$ cat src/rtl/fir_serial_mac_filter.sv
// Serial FIR filter: one shared multiply-accumulate walks a circular sample buffer per input sample,
// then the accumulator is rounded half-up, saturated to the sample width and presented with a one-cycle pulse.
module fir_serial_mac_filter #(
    parameter  int NTAPS = 65,
    parameter  int DW    = 16,
    parameter  int CW    = 16,
    parameter  int ACCW  = 40,
    parameter  int SHIFT = 15,
    localparam int AW    = $clog2(NTAPS)
) (
    input  logic          sample_clock,
    input  logic          reset_n,
    input  logic          in_valid,
    output logic          in_ready,
    input  logic [DW-1:0] in_sample,
    input  logic          coef_we,
    input  logic [AW-1:0] coef_addr,
    input  logic [CW-1:0] coef_data,
    output logic          out_valid,
    output logic [DW-1:0] out_sample,
    output logic          sat_flag,
    output logic          busy
);

    typedef enum logic [1:0] {S_IDLE, S_MAC, S_ROUND, S_OUT} state_t;

    localparam logic [AW:0]            NTAPS_W = (AW+1)'(NTAPS);
    localparam logic [AW-1:0]          LAST_K  = AW'(NTAPS - 1);
    localparam logic signed [ACCW-1:0] RND_C   = {{(ACCW-1){1'b0}}, 1'b1} <<< (SHIFT - 1);
    localparam logic signed [ACCW-1:0] MAX_C   = {{(ACCW-DW+1){1'b0}}, {(DW-1){1'b1}}};
    localparam logic signed [ACCW-1:0] MIN_C   = {{(ACCW-DW+1){1'b1}}, {(DW-1){1'b0}}};

    state_t                  r_state;
    state_t                  w_next_state;
    logic [DW-1:0]           r_buf  [NTAPS];
    logic [CW-1:0]           r_coef [NTAPS];
    logic [AW-1:0]           r_wr_ptr;
    logic [AW-1:0]           r_k;
    logic signed [ACCW-1:0]  r_acc;
    logic [DW-1:0]           r_res;
    logic                    r_clip;

    logic                    w_accept;
    logic                    w_coef_wr;
    logic [AW:0]             w_diff;
    logic [AW:0]             w_idx;
    logic signed [DW+CW-1:0] w_prod;
    logic signed [ACCW-1:0]  w_prod_ext;
    logic signed [ACCW-1:0]  w_rnd;
    logic signed [ACCW-1:0]  w_shr;
    logic [DW-1:0]           w_clip_val;
    logic                    w_clip;

    assign in_ready  = (r_state == S_IDLE);
    assign busy      = (r_state != S_IDLE);
    assign w_accept  = in_valid && (r_state == S_IDLE);
    assign w_coef_wr = coef_we && (r_state == S_IDLE) && ({1'b0, coef_addr} < NTAPS_W);

    // Next-state decode for the accept/MAC/round/output sequence.
    always_comb begin
        w_next_state = r_state;
        case (r_state)
            S_IDLE:  if (in_valid) w_next_state = S_MAC; else w_next_state = S_IDLE;
            S_MAC:   if (r_k == LAST_K) w_next_state = S_ROUND; else w_next_state = S_MAC;
            S_ROUND: w_next_state = S_OUT;
            S_OUT:   w_next_state = S_IDLE;
            default: w_next_state = S_IDLE;
        endcase
    end

    // Tap k reads the sample k positions older than the newest, modulo the buffer length.
    always_comb begin
        w_diff = {1'b0, r_wr_ptr} - {1'b0, r_k};
        w_idx  = w_diff;
        if (r_k > r_wr_ptr) begin
            w_idx = w_diff + NTAPS_W;
        end else begin
            w_idx = w_diff;
        end
    end

    assign w_prod     = $signed(r_coef[r_k]) * $signed(r_buf[w_idx[AW-1:0]]);
    assign w_prod_ext = {{(ACCW-DW-CW){w_prod[DW+CW-1]}}, w_prod};
    assign w_rnd      = r_acc + RND_C;
    assign w_shr      = w_rnd >>> SHIFT;

    // Saturate the rounded result to the signed output range.
    always_comb begin
        w_clip_val = w_shr[DW-1:0];
        w_clip     = 1'b0;
        if (w_shr > MAX_C) begin
            w_clip_val = {1'b0, {(DW-1){1'b1}}};
            w_clip     = 1'b1;
        end else if (w_shr < MIN_C) begin
            w_clip_val = {1'b1, {(DW-1){1'b0}}};
            w_clip     = 1'b1;
        end else begin
            w_clip_val = w_shr[DW-1:0];
            w_clip     = 1'b0;
        end
    end

    // State register.
    always_ff @(posedge sample_clock or negedge reset_n) begin
        if (!reset_n) begin
            r_state <= S_IDLE;
        end else begin
            r_state <= w_next_state;
        end
    end

    // Sample and coefficient storage.
    always_ff @(posedge sample_clock or negedge reset_n) begin
        if (!reset_n) begin
            for (int i = 0; i < NTAPS; i++) begin
                r_buf[i]  <= '0;
                r_coef[i] <= '0;
            end
        end else begin
            if (w_accept) begin
                r_buf[r_wr_ptr] <= in_sample;
            end
            if (w_coef_wr) begin
                r_coef[coef_addr] <= coef_data;
            end
        end
    end

    // MAC datapath, rounding stage and write pointer.
    always_ff @(posedge sample_clock or negedge reset_n) begin
        if (!reset_n) begin
            r_wr_ptr <= '0;
            r_k      <= '0;
            r_acc    <= '0;
            r_res    <= '0;
            r_clip   <= 1'b0;
        end else begin
            case (r_state)
                S_IDLE: begin
                    if (w_accept) begin
                        r_acc <= '0;
                        r_k   <= '0;
                    end
                end
                S_MAC: begin
                    r_acc <= r_acc + w_prod_ext;
                    if (r_k != LAST_K) begin
                        r_k <= r_k + AW'(1);
                    end
                end
                S_ROUND: begin
                    r_res  <= w_clip_val;
                    r_clip <= w_clip;
                end
                S_OUT: begin
                    if (r_wr_ptr == LAST_K) begin
                        r_wr_ptr <= '0;
                    end else begin
                        r_wr_ptr <= r_wr_ptr + AW'(1);
                    end
                end
                default: begin
                    r_k <= '0;
                end
            endcase
        end
    end

    // Registered output pulse; sample and flag hold between pulses.
    always_ff @(posedge sample_clock or negedge reset_n) begin
        if (!reset_n) begin
            out_valid  <= 1'b0;
            out_sample <= '0;
            sat_flag   <= 1'b0;
        end else if (r_state == S_OUT) begin
            out_valid  <= 1'b1;
            out_sample <= r_res;
            sat_flag   <= r_clip;
        end else begin
            out_valid  <= 1'b0;
        end
    end

endmodule
$ cat config.mk
export PLATFORM = sky130hd
export DESIGN_NAME = fir_serial_mac_filter
export DESIGN_NICKNAME = d
export VERILOG_FILES = /design/src/rtl/fir_serial_mac_filter.sv
export SDC_FILE = /design/constraint.sdc
export NUM_CORES = 2
export LEC_CHECK = 0
export BUFFER_PORTS_ARGS = -buffer_cell sky130_fd_sc_hd__buf_2
export CORE_ASPECT_RATIO = 0.75
export CORE_UTILIZATION = 35
export CTS_CLUSTER_DIAMETER = 200
export DETAILED_ROUTE_END_ITERATION = 10
export PLACE_DENSITY = 0.5
export SYNTH_ARGS = -nofsm -noshare
export SYNTH_HDL_FRONTEND = slang
export SYNTH_SLANG_ARGS = --single-unit
$ cat constraint.sdc
create_clock -name sample_clock -period 9.6 [get_ports sample_clock]
set_input_delay 0 -clock sample_clock [delete_from_list [all_inputs] [get_ports sample_clock]]
set_output_delay 0 -clock sample_clock [all_outputs]
set_load 0.01 [all_outputs]
After elaboration in Yosys (flattened, before gate mapping)
Cells that the tools add are included.
{"block": "word_totals", "register_bits": 2171, "latchBits": 0, "ramBits": 0, "rom_bits": 0, "inputBits": 43, "out_inout_bits": 20, "elab_cells": 205, "memories": 0}
{"block": "classes", "n_addsub": 6, "multipliers": 1, "n_div": 0, "n_lt_le_gt_ge": 10, "eq_ne": 8, "shifts": 0, "n_mux": 27, "bitwise": 4, "n_reduce_logical": 10}
{"cell": "1040-bit bitwise mux", "count": 2}
{"cell": "16-bit binary-select mux with 7-bit select", "count": 2}
{"cell": "16-bit demux with 7-bit select", "count": 2}
{"cell": "16-bit 2-to-1 mux", "count": 8}
{"cell": "40-bit case mux with 2 select lines", "count": 1}
{"cell": "40-bit by 16-bit adder with 40-bit output, second input constant", "count": 1}
{"cell": "40-bit by 32-bit adder with 40-bit output", "count": 1}
{"cell": "40-bit 2-to-1 mux", "count": 1}
{"cell": "8-bit >= comparator, second input constant", "count": 4}
{"cell": "16-bit by 16-bit multiplier with 32-bit output", "count": 1}
{"cell": "7-bit NOT with 8-bit output", "count": 4}
{"cell": "7-bit 2-to-1 mux", "count": 4}
{"cell": "25-bit by 16-bit > comparator with 1-bit output, second input constant", "count": 1}
{"cell": "25-bit by 16-bit less-than comparator with 1-bit output, second input constant", "count": 1}
{"cell": "8-bit by 1-bit less-than comparator with 1-bit output, second input constant", "count": 2}
{"cell": "7-bit by 1-bit adder with 7-bit output, second input constant", "count": 2}
{"cell": "7-bit equality test, second input constant", "count": 2}
{"cell": "7-bit case mux with 2 select lines", "count": 1}
{"cell": "2-bit case mux with 4 select lines", "count": 1}
{"cell": "7-bit adder, second input constant", "count": 1}
{"cell": "7-bit > comparator", "count": 1}
{"cell": "7-bit less-than comparator, second input constant", "count": 1}
{"cell": "7-bit != test, second input constant", "count": 1}
{"cell": "7-bit subtractor", "count": 1}
{"cell": "other kinds (11)", "count": 20}

Longest topological paths before layout
{"block": "logic_depth", "depth_word": 10, "mapped_depth": 43}

Least setup slack after synthesis
Ideal clock, no wire load.
{"block": "synth_path", "path_kind": "flip-flop to flip-flop", "startpoint": "reg r_k[3]", "endpoint": "reg r_acc[39]", "setup_ns": 0.087, "arrival_ns": 10.535, "required_time_ns": 9.513, "setup_slack_ns": -1.022, "path_stages_with_launch": 43, "synth_period_minus_slack_ns": 10.622, "path_cell_list": "dfrtp_1 -> clkbuf_1 -> inv_1 -> clkbuf_1 -> buf_1 -> ha_1 -> a21oi_1 -> nand2b_1 -> a41oi_1 -> nor2_1 -> xor2_1 -> buf_2 -> buf_2 -> buf_2 -> mux2i_1 -> nand2_1 -> nand3_1 -> a21oi_1 -> (+7 left out) -> fa_1 -> inv_1 -> fa_1 -> inv_1 -> fa_1 -> inv_1 -> ha_1 -> and3_1 -> a221oi_1 -> o21ai_0 -> a31oi_1 -> o22ai_1 -> o41a_1 -> o41a_1 -> o31a_1 -> a2111oi_0 -> o31ai_1 -> o211ai_1"}
{"block": "synth_between", "elab_chain_cells": 10, "word_cells_on_any_way": 15, "classes_between": "add/sub (3); mul (1); order compare (1); mux (8); bitwise (2)"}
{"item": "from (decl)", "line_no": "38", "rtl": "logic [AW-1:0] r_k;"}
{"item": "from (signal assigned)", "line_no": "148", "rtl": "r_k <= r_k + AW'(1);"}
{"item": "7-bit subtractor", "line_no": "73", "rtl": "w_diff = {1'b0, r_wr_ptr} - {1'b0, r_k};"}
{"item": "7-bit adder", "line_no": "76", "rtl": "w_idx = w_diff + NTAPS_W;"}
{"item": "7-bit 2-to-1 mux", "line_no": "75", "rtl": "if (r_k > r_wr_ptr) begin"}
{"item": "7-bit NOT with 8-bit output (implied by the code)", "line_no": "82", "rtl": "assign w_prod = $signed(r_coef[r_k]) * $signed(r_buf[w_idx[AW-1:0]]);"}
{"item": "16-bit binary-select mux with 7-bit select", "line_no": "82"}
{"item": "16-bit 2-to-1 mux (implied by the code) (2 in series)", "line_no": "82"}
{"item": "16-bit by 16-bit multiplier with 32-bit output (*)", "line_no": "82"}
{"item": "40-bit by 32-bit adder with 40-bit output (*)", "line_no": "146", "rtl": "r_acc <= r_acc + w_prod_ext;"}
{"item": "40-bit case mux with 2 select lines (*)", "line_no": "138", "rtl": "case (r_state)"}
{"item": "to (signal assigned)", "line_no": "146"}
{"item": "to (decl)", "line_no": "39", "rtl": "logic signed [ACCW-1:0] r_acc;"}
Mark *: on every way between the ends. The rest lies on a longest branch, timed or not. The select of a mux whose other input is x is not followed.
A chain may end at the register's enable or synchronous reset.

Worst setup path in the final report
{"block": "layout_path", "startpoint": "reg r_wr_ptr[4]", "endpoint": "reg r_acc[39]"}
{"block": "layout_between", "elab_chain_cells": 10, "word_cells_on_any_way": 11, "classes_between": "add/sub (3); mul (1); order compare (1); mux (5); bitwise (1)"}
{"item": "from (decl)", "line_no": "37", "rtl": "logic [AW-1:0] r_wr_ptr;"}
{"item": "from (signal assigned)", "line_no": "159", "rtl": "r_wr_ptr <= r_wr_ptr + AW'(1);"}
{"item": "7-bit subtractor", "line_no": "73"}
{"item": "7-bit adder", "line_no": "76"}
{"item": "7-bit 2-to-1 mux (*)", "line_no": "75"}
{"item": "7-bit NOT with 8-bit output (implied by the code) (*)", "line_no": "82"}
{"item": "16-bit binary-select mux with 7-bit select (*)", "line_no": "82"}
{"item": "16-bit 2-to-1 mux (implied by the code) (*) (2 in series)", "line_no": "82"}
{"item": "16-bit by 16-bit multiplier with 32-bit output (*)", "line_no": "82"}
{"item": "40-bit by 32-bit adder with 40-bit output (*)", "line_no": "146"}
{"item": "40-bit case mux with 2 select lines (*)", "line_no": "138"}
Marked as above.

==> impl_metrics.tcl <==
set metrics [dict create \
    avgViaCountPerCell 5.302 \
    endpoint_kind "flip-flop" \
    cts_num_sinks 2171 \
    maxCapViolCount 0 \
    gp_routability_congestion 0.8612 \
    io_pins 63 \
    drt_drc_violations_left 16 \
    leakage_uw 0.06369 \
    detail_route.wirelength_um 328900 \
    run_status "finished, violations left" \
    dominantRegCellSynth "dfrtp_1" \
    port-buffer-count 62 \
    type_of_origin_of_the_critical_path "flip-flop" \
    tightest_slew_ps 1325 \
    synth_largest_area_cell "dfrtp_1" \
    combinational_family_with_the_most_area_after_synthesis "multiplexers" \
    hold_slack_ps 13.25 \
    postPlaceCellArea_sq_mm 0.1208 \
    routed-via-count 67310 \
    antenna_left 0 \
    finalCritPeriodShare_pct 104.3 \
    synth_compound_gate_area_share_pct 1.807 \
    rsz0062_at_grt "true" \
    post_synth_and_or_nand_nor_area_fraction_pct 4.045 \
    yosysSeqAreaShare_pct 48.61 \
    cts-buffers-inserted 238 \
    cpMostUsedCell "fa_1" \
    worst_r2r_path_cells 44 \
    number_of_global_route_vias_before_repair 71700 \
    power_density_mw_per_mm2 143.1 \
    crit_family "adder cells" \
    clock_skew_ps 73.11 \
    period_minus_slack_ps 10020 \
    placement_rows 179 \
    num-nets-final 8760 \
    post_synth_xor_area_fraction_pct 0.6549 \
    synth_seq_cells 2171 \
    initial_antenna_violation_count 22 \
    synthArstFlopShare_pct 100.0 \
    holdCritPathClass "primary input to async pin" \
    mappedNetlistArea_sq_mm 0.1118 \
    post_synth_mux_area_share_pct 33.83 \
    yosysUniqueCellTypes 81 \
    grt_remaining_overflow 0 \
    synth_largest_type_area_fraction_pct 48.61 \
    critical-path-max-stage-delay_ps 550 \
    post_drt_wl_per_cell_um 25.90 \
    maxSlewViolCount 0 \
    relSlewSlack_pct 10.97 \
    clock-root-buffer "clkbuf_16" \
    drive_gt1_share_pct 48.06 \
    worstSkewPairLatency_ps 930 \
    stdcell_area_sq_mm 0.1309 \
    place.detailed.hpwl_um 211400 \
    die_w_um 654.5 \
    maximum_ir_drop_on_the_vdd_rail_mv 0.1555 \
    timing.fmax_ghz 0.09983 \
    grt_usage_pct 20.43 \
    r2r-end "r_acc[39]$_DFFE_PN0P_" \
    timing.final.hold_violations 0 \
    mappedNetlistNets 8287 \
    cts_tree "done" \
    critical_path.slowest_cell "fa_1" \
    dr.pass1.iters 10 \
    worst-endpoint-required_ps 10390 \
    violations "design-rule violations, negative setup slack" \
    crit_fanout 6 \
    ys_warn_count 0 \
    type_of_the_setup_path_with_the_least_slack "flip-flop to flip-flop" \
    minimum_setup_slack_among_reg_to_reg_paths_ps -420 \
    syn2layout_area_growth_pct 17.17 \
    critical_path_buf_inv_count 15 \
    floorplan.initialDensity_pct 35.22 \
    crit-reg2reg-launch "r_wr_ptr[4]$_DFFE_PN0P_" \
    synth_most_common_cell "dfrtp_1" \
    ys_top_cells_by_area "dfrtp_1 (49%), mux2_2 (21%), mux4_2 (12%)" \
    initialDrtViolationCount 4893 \
    netlist_top_cells_count "dfrtp_1 (2,171), mux2_2 (2,081), mux4_2 (575), clkbuf_1 (448), inv_1 (407)" \
    placeableCoreArea_sq_mm 0.3174 \
    cts.path.max_buffers 4 \
    synth-edff-count 0 \
    cp_data_arrival_time_ps 10810 \
    final-setup-viol-count 7 \
    synth.avg_cell_area_sq_um 14.36 \
    grt_first_pass_wirelength_um 491600 \
    grt_start_max_net_pins 171 \
    clk_pin_slew_worst_paths_ps 80 \
    post_synth_fa_ha_maj_area_fraction_pct 7.380 \
    die-area_sq_mm 0.3216 \
    postSynthCellCount 7784 \
    worst_path_setup_slack_after_routing_ps -417.0 \
    floorplan.die.height_um 491.4 \
    cts.htree.levels 4 \
]
## routing by layer
| metal | GRT usage [%] | part of all wire, % | wire length (um) |
|---|---|---|---|
| met1 | 32.11 | 50 | 164000 |
| met2 | 29.20 | 42 | 139400 |
| met3 | 3.866 | 6.0 | 19650 |
| met4 | 3.836 | 1.8 | 5765 |
| met5 | 0 | 0.010 | 33 |
## registers in the layout, indices dropped and copies added, names as in the netlist, named ones only
register	flops
r_k	7
out_sample	16
r_acc	40
r_coef	1040
r_clip	1
out_valid	1
r_buf	1040
r_state	1
sat_flag	1
r_res	16
r_wr_ptr	7
## through the flow
| step | TNS (ps) | cells | power, uW | util, % | setup WS (ps) |
|---|---|---|---|---|---|
| floorplan | 0 | 7784 | 9427 | - | 47.19 |
| global placement | -4912 | 12130 | 9732 | 38.05 | -748.7 |
| detailed placement | -5192 | 12130 | 9743 | 38.05 | -812.7 |
| CTS | -2165 | 12630 | 19010 | 40.86 | -427.0 |
| global route | -4868 | 12690 | 19410 | 41.26 | -710.0 |
| finish | -2125 | 12700 | 18740 | 41.26 | -417.0 |
## worst reg2reg max path, delay by kind of cell, from the launching register on
kind,cells,cell delay [ps]
buf+inv,15,1680
flops,1,420
simple gates,4,390
compound gates,14,3060
xor+xnor,1,180
fa+ha+maj,8,3510
mux,2,680
## cells by family (layout without fill, tap and decap cells)
logic type / Yosys count / count (layout)
AOI/OAI and AO/OA: 274 / 274
xor gates and xnor gates: 78 / 78
adders and majority gates: 460 / 460
buffers and inverters: 1011 / 1658
DFF: 2171 / 2171
muxes: 2798 / 2799
other: 0 / 10
and+or+nand+nor: 992 / 992
## cell type report
type	instances	area, sq um
Clock inverter	61	744.5
Clock buffer	354	6924
Antenna cell	10	25.02
Multi-Input combinational cell	4603	54470
Fill cell	29090	186400
Sequential cell	2171	54340
Inverter	416	1567
Timing Repair Buffer	827	7560
Tap cell	4253	5321
## worst max path at each step
| stage | start | to | slack [ps] | cells after the start |
|---|---|---|---|---|
| after floorplan | r_k[2]$_DFFE_PN0P_ | r_acc[39]$_DFFE_PN0P_ | 50 | 39 |
| after CTS | r_k[0]$_DFFE_PN0P_ | r_acc[39]$_DFFE_PN0P_ | -430 | 38 |
| after global routing | r_k[4]$_DFFE_PN0P_ | r_acc[39]$_DFFE_PN0P_ | -710 | 45 |
| after detailed placement | r_k[0]$_DFFE_PN0P_ | r_acc[39]$_DFFE_PN0P_ | -810 | 37 |
| after global placement | r_k[0]$_DFFE_PN0P_ | r_acc[39]$_DFFE_PN0P_ | -750 | 37 |
| final | r_wr_ptr[4]$_DFFE_PN0P_ | r_acc[39]$_DFFE_PN0P_ | -420 | 44 |
## repair_timing
item	CTS	global route
endpoints found under the hold margin	1737	0
hold buffers	45	0
pin swaps	18	62
gates cloned	3	7
endpoints found under the setup margin	13	18
buffers inserted	37	49
resized for setup	64	167
## power breakdown
part           leakage (uW)  internal [uW]  switching [uW]  total [uW]
clock               0.00375           5320            3840        9160
combinational        0.0298           46.2             379         425
sequential           0.0301           9150               0        9150
## cell usage in the layout, fill, tap and decap left out, drive strengths merged, types with 117 or more instances in the layout
cell	instances
ha	128
nand2	376
clkbuf	358
buf	778
nor2	235
dfrtp	2171
inv	421
mux4	575
mux2i	142
mux2	2082
fa	332
nand3	117
Note: power is estimated with default switching activity, not from simulation.
